--- config.mk ---
export PLATFORM = sky130hd
export DESIGN_NAME = cpu_control_unit_flat
export DESIGN_NICKNAME = d
export VERILOG_FILES = /design/src/rtl/cpu_control_unit_if.sv /design/src/rtl/cpu_control_unit.sv /design/src/flat_wrapper.sv
export SDC_FILE = /design/constraint.sdc
export NUM_CORES = 1
export LEC_CHECK = 0
export CORE_AREA = 2 2 51 53
export DETAILED_ROUTE_END_ITERATION = 10
export DIE_AREA = 0 0 53 55
export DONT_BUFFER_PORTS = 1
export GPL_TIMING_DRIVEN = 0
export MAX_ROUTING_LAYER = met4
export PLACE_DENSITY = 0.63
export SYNTH_ARGS = -nofsm -noshare
export SYNTH_HDL_FRONTEND = slang
export SYNTH_SLANG_ARGS = --single-unit
--- constraint.sdc ---
create_clock -name clk -period 1.8 [get_ports clk]
set_clock_uncertainty 0.05 [all_clocks]
set_input_delay 0.18 -clock clk [delete_from_list [all_inputs] [get_ports clk]]
set_output_delay 0.18 -clock clk [all_outputs]
set_load 0.01 [all_outputs]
--- src/rtl/cpu_control_unit_if.sv ---
// Instruction-memory and ALU bus between the control unit (master) and the
// memory/ALU side (slave).
interface cpu_control_unit_if #(
  parameter int PC_W = 4
);
  logic [PC_W-1:0] imem_addr;
  logic [7:0]      imem_data;
  logic [3:0]      alu_a;
  logic [3:0]      alu_b;
  logic [2:0]      alu_op;
  logic [3:0]      alu_result;
  logic            alu_zero;

  modport master (
    output imem_addr, alu_a, alu_b, alu_op,
    input  imem_data, alu_result, alu_zero
  );

  modport slave (
    input  imem_addr, alu_a, alu_b, alu_op,
    output imem_data, alu_result, alu_zero
  );
endinterface

--- src/rtl/cpu_control_unit.sv ---
// 3-cycle fetch/decode/execute sequencer in front of a 4-bit ALU.
// Define CTRL_SINGLE_STEP_EN to add the step input and a STEP_WAIT state after each EXECUTE.
module cpu_control_unit #(
  parameter int              PC_W     = 4,
  parameter logic [PC_W-1:0] RESET_PC = '0
) (
  input  logic               clk,
  input  logic               rst_n,
  input  logic               start,
  cpu_control_unit_if.master bus,
  output logic [3:0]         acc,
  output logic               zero_flag,
  output logic               halted,
  output logic               busy
`ifdef CTRL_SINGLE_STEP_EN
  ,
  input  logic               step
`endif
);

  typedef struct packed {
    logic [2:0] op;
    logic       rsvd;
    logic [3:0] imm;
  } instr_t;

  typedef enum logic [2:0] {
    ST_IDLE    = 3'd0,
    ST_FETCH   = 3'd1,
    ST_DECODE  = 3'd2,
    ST_EXECUTE = 3'd3,
`ifdef CTRL_SINGLE_STEP_EN
    ST_STEP_WAIT = 3'd5,
`endif
    ST_HALT    = 3'd4
  } state_e;

  localparam logic [2:0] OP_MOV  = 3'b000;
  localparam logic [2:0] OP_ADD  = 3'b001;
  localparam logic [2:0] OP_SUB  = 3'b010;
  localparam logic [2:0] OP_JMP  = 3'b011;
  localparam logic [2:0] OP_JZ   = 3'b100;
  localparam logic [2:0] OP_HALT = 3'b111;

`ifdef CTRL_SINGLE_STEP_EN
  localparam state_e EXEC_NEXT = ST_STEP_WAIT;
`else
  localparam state_e EXEC_NEXT = ST_FETCH;
`endif

  state_e          state_q, state_d;
  logic [PC_W-1:0] pc_q, pc_d;
  instr_t          ir_q, ir_d;
  logic [3:0]      acc_q, acc_d;
  logic            zf_q, zf_d;

  logic [PC_W-1:0] pc_inc;
  logic [PC_W-1:0] imm_ext;

  assign pc_inc  = pc_q + PC_W'(1);
  assign imm_ext = PC_W'(ir_q.imm);

  always_comb begin
    state_d = state_q;
    pc_d    = pc_q;
    ir_d    = ir_q;
    acc_d   = acc_q;
    zf_d    = zf_q;
    case (state_q)
      ST_IDLE:   if (start) state_d = ST_FETCH;
      ST_FETCH:  state_d = ST_DECODE;
      ST_DECODE: begin
        ir_d    = instr_t'(bus.imem_data);
        state_d = ST_EXECUTE;
      end
      ST_EXECUTE: begin
        state_d = EXEC_NEXT;
        case (ir_q.op)
          OP_MOV, OP_ADD, OP_SUB: begin
            acc_d = bus.alu_result;
            zf_d  = bus.alu_zero;
            pc_d  = pc_inc;
          end
          OP_JMP:  pc_d = imm_ext;
          // JZ tests the flag left by an earlier ALU op, never the current ALU output
          OP_JZ:   pc_d = zf_q ? imm_ext : pc_inc;
          OP_HALT: state_d = ST_HALT;
          default: pc_d = pc_inc;
        endcase
      end
`ifdef CTRL_SINGLE_STEP_EN
      ST_STEP_WAIT: if (step) state_d = ST_FETCH;
`endif
      ST_HALT:   state_d = ST_HALT;
      default:   state_d = ST_IDLE;
    endcase
  end

  always_ff @(posedge clk) begin
    if (!rst_n) begin
      state_q <= ST_IDLE;
      pc_q    <= RESET_PC;
      ir_q    <= '0;
      acc_q   <= '0;
      zf_q    <= 1'b0;
    end else begin
      state_q <= state_d;
      pc_q    <= pc_d;
      ir_q    <= ir_d;
      acc_q   <= acc_d;
      zf_q    <= zf_d;
    end
  end

  assign bus.imem_addr = pc_q;
  assign bus.alu_a     = acc_q;
  assign bus.alu_b     = ir_q.imm;
  assign bus.alu_op    = ir_q.op;

  assign acc       = acc_q;
  assign zero_flag = zf_q;
  assign halted    = (state_q == ST_HALT);
`ifdef CTRL_SINGLE_STEP_EN
  assign busy      = (state_q == ST_FETCH) || (state_q == ST_DECODE) ||
                     (state_q == ST_EXECUTE) || (state_q == ST_STEP_WAIT);
`else
  assign busy      = (state_q == ST_FETCH) || (state_q == ST_DECODE) ||
                     (state_q == ST_EXECUTE);
`endif

endmodule

--- src/flat_wrapper.sv ---
// flat-port wrapper written by rule: the top's interface ports become plain ports
module cpu_control_unit_flat 
#(
  parameter int              PC_W     = 4,
  parameter logic [PC_W-1:0] RESET_PC = '0
)
  (clk, rst_n, start, acc, zero_flag, halted, busy, bus_imem_addr, bus_alu_a, bus_alu_b, bus_alu_op, bus_imem_data, bus_alu_result, bus_alu_zero);
  cpu_control_unit_if #(.PC_W(PC_W)) bus_i ();
  input  logic clk;
  input  logic rst_n;
  input  logic start;
  output logic [3:0] acc;
  output logic zero_flag;
  output logic halted;
  output logic busy;
  output wire logic [$bits(bus_i.imem_addr)-1:0] bus_imem_addr;
  output wire logic [$bits(bus_i.alu_a)-1:0] bus_alu_a;
  output wire logic [$bits(bus_i.alu_b)-1:0] bus_alu_b;
  output wire logic [$bits(bus_i.alu_op)-1:0] bus_alu_op;
  input wire logic [$bits(bus_i.imem_data)-1:0] bus_imem_data;
  input wire logic [$bits(bus_i.alu_result)-1:0] bus_alu_result;
  input wire logic [$bits(bus_i.alu_zero)-1:0] bus_alu_zero;
  assign bus_imem_addr = bus_i.imem_addr;
  assign bus_alu_a = bus_i.alu_a;
  assign bus_alu_b = bus_i.alu_b;
  assign bus_alu_op = bus_i.alu_op;
  assign bus_i.imem_data = bus_imem_data;
  assign bus_i.alu_result = bus_alu_result;
  assign bus_i.alu_zero = bus_alu_zero;
  cpu_control_unit #(.PC_W(PC_W), .RESET_PC(RESET_PC)) u_core (.clk(clk), .rst_n(rst_n), .start(start), .bus(bus_i), .acc(acc), .zero_flag(zero_flag), .halted(halted), .busy(busy));
endmodule
==> results.py, run 1 <==
metrics = {
    "routing": {
        "dr.pass1.iters": 2,
        "vias": 649,
        "drc": 0,
        "totalWireLength_mm": 1.69,
        "wl_per_cell_um": 13.5,
        "ant_nets": 0,
        "vias_per_cell": 5.19,
        "drt_iter0_drc": 5,
    },
    "power": {
        "p_int_uw": 577,
        "power_leakage_nw": 0.383,
        "power_switching_uw": 207,
        "swShare_pct": 26.3,
        "comb_power_share_pct": 12.2,
        "power_density_nw_per_um2": 820,
        "clkPwrFrac_pct": 26.5,
        "seq_power_share_pct": 61.3,
        "peakVddDrop_v": 0.000492,
        "p_total_uw": 784,
    },
    "setup_path": {
        "slowest_stage": "dfxtp_1",
        "cp_slowest_stage_delay_ns": 0.53,
        "crit_arrival_ns": 1.64,
        "cp-start-kind": "register",
        "crit_chain": "and3b_1 > a31oi_4 > mux2i_1 > a21oi_1",
        "path_depth": 4,
        "crit_fanout": 7,
        "crit_type": "register to register",
        "crit_family": "flip-flops",
        "required_ns": 1.91,
        "r2r-end": "u_core.bus.imem_addr[1]",
        "crit_buf_inv": 0,
        "reg2reg_slack_ns": 0.28,
        "cp-end-kind": "register",
        "reg2regPathDepth": 4,
        "reg2reg_from": "u_core.bus.alu_op[2]",
    },
    "clock_network": {
        "cts-htree-levels": 1,
        "ctsResizeCount": 0,
        "cts_tree": "yes",
        "cts_buffer_depth": 2,
        "cts_hold_buf": 0,
        "cts_buffers": 3,
        "clock_latency_ns": 0.29,
        "cts_setup_buffers": 0,
        "clkTransAtPathRegs_ns": 0.10,
        "cts_num_sinks": 19,
        "cts_root_buffer": "clkbuf_4",
    },
    "floorplanning": {
        "pin_count": 38,
        "rows": 18,
        "die_h_um": 55,
        "start_util_pct": 37.7,
        "fp.coreArea_um2": 2360,
        "die_x_um": 53,
        "die_area_um2": 2920,
    },
    "final_layout": {
        "nets": 113,
        "drive_gt1_share_pct": 11.6,
        "final_cell_count_no_fill": 125,
        "areaGrowthSynthToFinish_pct": 7.15,
        "multiInputGateArea_um2": 460,
        "antenna_cells": 0,
        "regArea_um2": 380,
        "final_common_cell": "dfxtp_1",
        "mostFrequentLayoutCells": "19 x dfxtp_1, 15 x mux2i_1, 14 x nor2b_1",
        "fillers": 241,
        "final_area_um2": 956,
        "fin_util_pct": 40.4,
    },
    "yosys": {
        "ys_warn_count": 0,
        "seq_area_frac_synth_pct": 42.6,
        "synthCells": 91,
        "syn_area_per_cell_um2": 9.80,
        "syn_nets": 108,
        "ys_ff_latch": 19,
        "syn-cell-area_um2": 892,
        "synth_cell_type_count": 27,
    },
    "worst_hold_path": {
        "hold_path.class": "input port to register",
        "min-delay-start": "bus_imem_data[1]",
        "whs_path_depth": 2,
        "holdPathEnd": "u_core.bus.alu_b[1]",
    },
    "timing": {
        "finalCritPeriodShare_pct": 84.5,
        "worst_pin_slew_ns": 0.553,
        "slew_headroom_pct": 63.0,
        "rsz0062_at_grt": "no",
        "slew_violations": 0,
        "layout_setup_ws_ns": 0.278,
        "fin_setup_tns_ns": 0,
        "hold_viol": 0,
        "finalSetupViolations": 0,
        "whs_ns": 0.00884,
        "fin_crit_ns": 1.52,
        "maxClockFrequency_mhz": 657,
    },
    "place": {
        "gp_congestion": 0.773,
        "dpl_cell_area_um2": 930,
        "placedCellCount": 121,
        "preCtsSetupSlack_ns": 0.269,
        "io_buffer_count": 0,
        "post-dp-hpwl_mm": 1.30,
    },
    "global_routing": {
        "antenna_found_initial": 0,
        "grt_util_all_layers_pct": 12.6,
        "grt_pass1_wl_mm": 2.50,
        "grt_overflow_total": 0,
        "grt_max_degree": 11,
        "grt_pass1_vias": 578,
    },
    "run_status": {
        "status": "completed",
    },
    "run": {
        "cap_violations": 0,
    },
}
routing by layer:
metal | up-vias | GRT usage, % | part of all wire [%]
met5 | - | - | 0
met4 | 0 | 6.41 | 1.4
met3 | 4 | 2.96 | 7.8
met2 | 26 | 19.6 | 45
met1 | 297 | 15.3 | 46
li1 | 322 | - | -
Yosys cell counts (all sizes together):
cell    count  area share [%]
nand3b      1            0.84
nand2       4             1.7
dfxtp      19              43
nand3       1            0.56
nor2        7             2.9
o21a        2             1.7
nand2b      1            0.70
a31oi       2             3.1
ha          1             1.4
o221a       1             1.3
o21ai       1            0.56
nand4       1            0.70
nor2b      14             9.8
xnor2       1            0.98
a211o       1            0.98
and3b       1            0.98
buf         6             4.5
mux2i      15              17
nor3b       2             1.7
clkbuf      2            0.84
a21oi       2             1.1
and2        1            0.70
inv         1            0.42
a21boi      2             1.7
o22ai       2             1.4
power by group through the flow:
| stage | Sequential [mW] | Clock (mW) | Combinational, mW |
|---|---|---|---|
| floorplan | 0.483 | 0 | 0.0841 |
| global placement | 0.490 | 0 | 0.0944 |
| detailed placement | 0.491 | 0 | 0.0975 |
| CTS | 0.481 | 0.219 | 0.0976 |
| global route | 0.486 | 0.233 | 0.106 |
| finish | 0.481 | 0.208 | 0.0953 |
cell type report:
class | instances | share of cell area, %
plain buffers | 8 | 4.97
inverters | 1 | 0.393
well taps | 30 | 3.93
flip-flops and latches | 19 | 39.8
clock buffers | 4 | 2.75
multi-input cells | 63 | 48.2
logic make-up after synthesis:
| logic type | synth area share (%) |
|---|---|
| multiplexers | 16.8 |
| XOR/XNOR | 0.982 |
| buffers and inverters | 5.75 |
| adder cells (fa/ha/maj) | 1.40 |
| AO/OA/AOI/OAI | 11.8 |
| AND/OR/NAND/NOR | 20.6 |
| flip-flops | 42.6 |
worst max path at each step:
stage	startpoint	end	slack (ns)
final	u_core.bus.alu_op[2]	u_core.bus.imem_addr[1]	0.28
after detailed placement	u_core.state_q[0]	u_core.bus.imem_addr[0]	0.27
after floorplan	u_core.bus.alu_op[2]	u_core.bus.imem_addr[3]	0.40
after global routing	u_core.state_q[0]	u_core.bus.imem_addr[0]	0.14
after CTS	u_core.state_q[0]	u_core.bus.imem_addr[0]	0.26
after global placement	u_core.bus.alu_op[2]	u_core.bus.imem_addr[1]	0.30
sequential cells by signal, summed over array words and instances, names as in the netlist:
name / flops
u_core.bus.alu_b: 4
u_core.zero_flag: 1
u_core.state_q: 3
u_core.acc: 4
u_core.bus.imem_addr: 4
u_core.bus.alu_op: 3
No activity file was read; power rests on OpenSTA's default activity.
==> run 2: changes to the inputs <==
- ABC_AREA: not set -> 1
- clock period: 1.8 -> 1.5 ns (I/O delays scaled with it)
==> run 2 against run 1 <==
  * Die area unchanged
  * Register-to-register slack worse by 0.098 ns
  * Synthesized cell count rose by 40%
  * Critical endpoint is now halted
  * Flip-flop and latch count is the same
  * Via count rose by 31%
  * Worst setup slack got worse by 0.14 ns
==> results.py, run 2 <==
metrics = {
    "floorplanning": {
        "fp.coreArea_um2": 2360,
        "die_area_um2": 2920,
        "die_h_um": 55,
        "rows": 18,
        "pin_count": 38,
        "start_util_pct": 38.0,
        "die_x_um": 53,
    },
    "timing": {
        "rsz0062_at_grt": "no",
        "hold_viol": 0,
        "maxClockFrequency_mhz": 733,
        "slew_headroom_pct": 67.4,
        "finalSetupViolations": 0,
        "fin_setup_tns_ns": 0,
        "finalCritPeriodShare_pct": 91.0,
        "slew_violations": 0,
        "fin_crit_ns": 1.36,
        "worst_pin_slew_ns": 0.485,
    },
    "yosys": {
        "syn-cell-area_um2": 900,
        "synth_common_cells": "19 x dfxtp_1, 17 x inv_1, 17 x nor2_1",
        "synth_flop_cell": "dfxtp_1",
        "synth.largest_area_cell": "dfxtp_1",
        "ys_warn_count": 0,
        "synth.most_common_cell": "dfxtp_1",
        "synthCells": 127,
        "synth_area_leaders": "dfxtp_1 42%, o21ai_0 7.2%, inv_1 7.1%",
        "syn_nets": 144,
        "seq_area_frac_synth_pct": 42.3,
        "syn_area_per_cell_um2": 7.08,
        "netlist.area_leader.share_pct": 42.3,
        "synth_cell_type_count": 20,
        "ys_ff_latch": 19,
        "ys_async_sr_fraction_pct": 0,
        "synth_edf_count": 0,
    },
    "global_routing": {
        "grt_overflow_total": 0,
        "met3_usage_pct": 4.84,
        "use_met2_pct": 31.5,
        "grt_util_all_layers_pct": 16.8,
        "grt_max_degree": 13,
        "antenna_found_initial": 0,
        "grt.met1_usage_pct": 15.5,
        "busiest_layer": "met2",
        "grt_pass1_vias": 827,
        "grt_pass1_wl_mm": 3.37,
    },
    "clock_network": {
        "cts_root_buffer": "clkbuf_4",
        "cts_buffer_depth": 2,
        "cts_buffers": 3,
        "cts_tree": "yes",
        "clock_latency_ns": 0.31,
        "ctsResizeCount": 0,
        "clkTransAtPathRegs_ns": 0.11,
        "cts_num_sinks": 19,
        "cts-htree-levels": 1,
    },
    "routing": {
        "drc": 0,
        "ant_nets": 0,
        "dr.pass1.iters": 4,
        "vias": 847,
        "totalWireLength_mm": 2.00,
        "vias_per_cell": 4.90,
        "wl_per_cell_um": 11.6,
        "drt_iter0_drc": 9,
    },
    "setup_path": {
        "slowest_stage": "dfxtp_1",
        "crit_type": "register to primary output",
        "cp-end-kind": "primary output",
        "cp_slowest_stage_delay_ns": 0.39,
        "crit_fanout": 3,
        "crit_arrival_ns": 1.16,
        "required_ns": 1.30,
        "cp-start-kind": "register",
        "crit_chain": "inv_1 > nor3_1",
    },
    "power": {
        "peakVddDrop_v": 0.000802,
        "power_density_nw_per_um2": 1050,
        "power_leakage_nw": 0.457,
    },
    "final_layout": {
        "final_cell_count_no_fill": 173,
        "mostFrequentLayoutCells": "19 x dfxtp_1, 17 x inv_1, 17 x nor2_1",
        "final_area_um2": 1090,
        "final_common_cell": "dfxtp_1",
        "areaGrowthSynthToFinish_pct": 20.9,
        "antenna_cells": 0,
        "drive_gt1_share_pct": 11.9,
        "fin_util_pct": 46.0,
        "nets": 161,
    },
    "run": {
        "cap_violations": 0,
    },
    "place": {
        "dpl_cell_area_um2": 937,
        "post-dp-hpwl_mm": 1.53,
        "gp_congestion": 0.814,
        "placedCellCount": 157,
        "io_buffer_count": 0,
    },
    "worst_hold_path": {
        "hold_path.class": "input port to register",
    },
    "run_status": {
        "status": "completed",
    },
}
## run 2: logic make-up (layout without fill, tap and decap cells)
logic type / count (synthesis) / in the layout / synth area share (%)
flops: 19 / 19 / 42.3
fa+ha+maj: 1 / 1 / 1.39
simple gates: 56 / 56 / 29.2
compound gates: 26 / 26 / 14.6
buf+inv: 25 / 41 / 12.5
## run 2: cell type report
type / count / area [um^2]
fillers: 237 / 1280
multi-input cells: 83 / 407
flip-flops and latches: 19 / 380
repair buffers: 12 / 120
inverters: 19 / 71.3
plain buffers: 6 / 41.3
well taps: 30 / 37.5
clock buffers: 3 / 22.5
clock inverters: 1 / 7.51
## run 2: repair_timing
| action | CTS | global route |
|---|---|---|
| buffers inserted | 0 | 0 |
| hold buffers | 11 | 1 |
| hold endpoints to repair | 14 | 1 |
## run 2: worst paths after layout
kind                             endpoint            startpoint  slack, ns  cells past startpoint
setup / recovery                   halted     u_core.state_q[2]       0.14                      2
hold / removal          u_core.state_q[0]                 start       0.01                      2
setup reg to reg  u_core.bus.imem_addr[3]  u_core.bus.alu_op[1]       0.18                      5
hold reg to reg       u_core.bus.alu_b[1]   u_core.bus.alu_b[1]       0.48                      2
## run 2: per-stage QoR
step	setup slack, ns	power [mW]	hold slack, ns
after detailed placement	0.194	0.855	0.247
after floorplan	0.360	0.806	0.235
after global routing	0.0541	1.22	0.0255
after CTS	0.123	1.15	0.00309
after global placement	0.203	0.845	0.240
final	0.135	1.14	0.0106
## run 2: worst max-delay path: cells and delay by family (launching register included)
family                 cells  cell delay [ns]
flip-flops                 1             0.39
AND/OR/NAND/NOR            1             0.39
buffers and inverters      1             0.09
## run 2: metal layers
metal / routed length, um / part of all wire, %
met1: 795 / 40
met2: 1040 / 52
met5: 0 / 0
met4: 38 / 1.9
met3: 126 / 6.3
## run 2: power by group
part           switching [mW]  total (mW)  internal, mW
Combinational           0.128       0.221        0.0937
Clock                   0.169       0.271         0.102
Sequential             0.0835       0.645         0.561
Total                   0.380        1.14         0.757
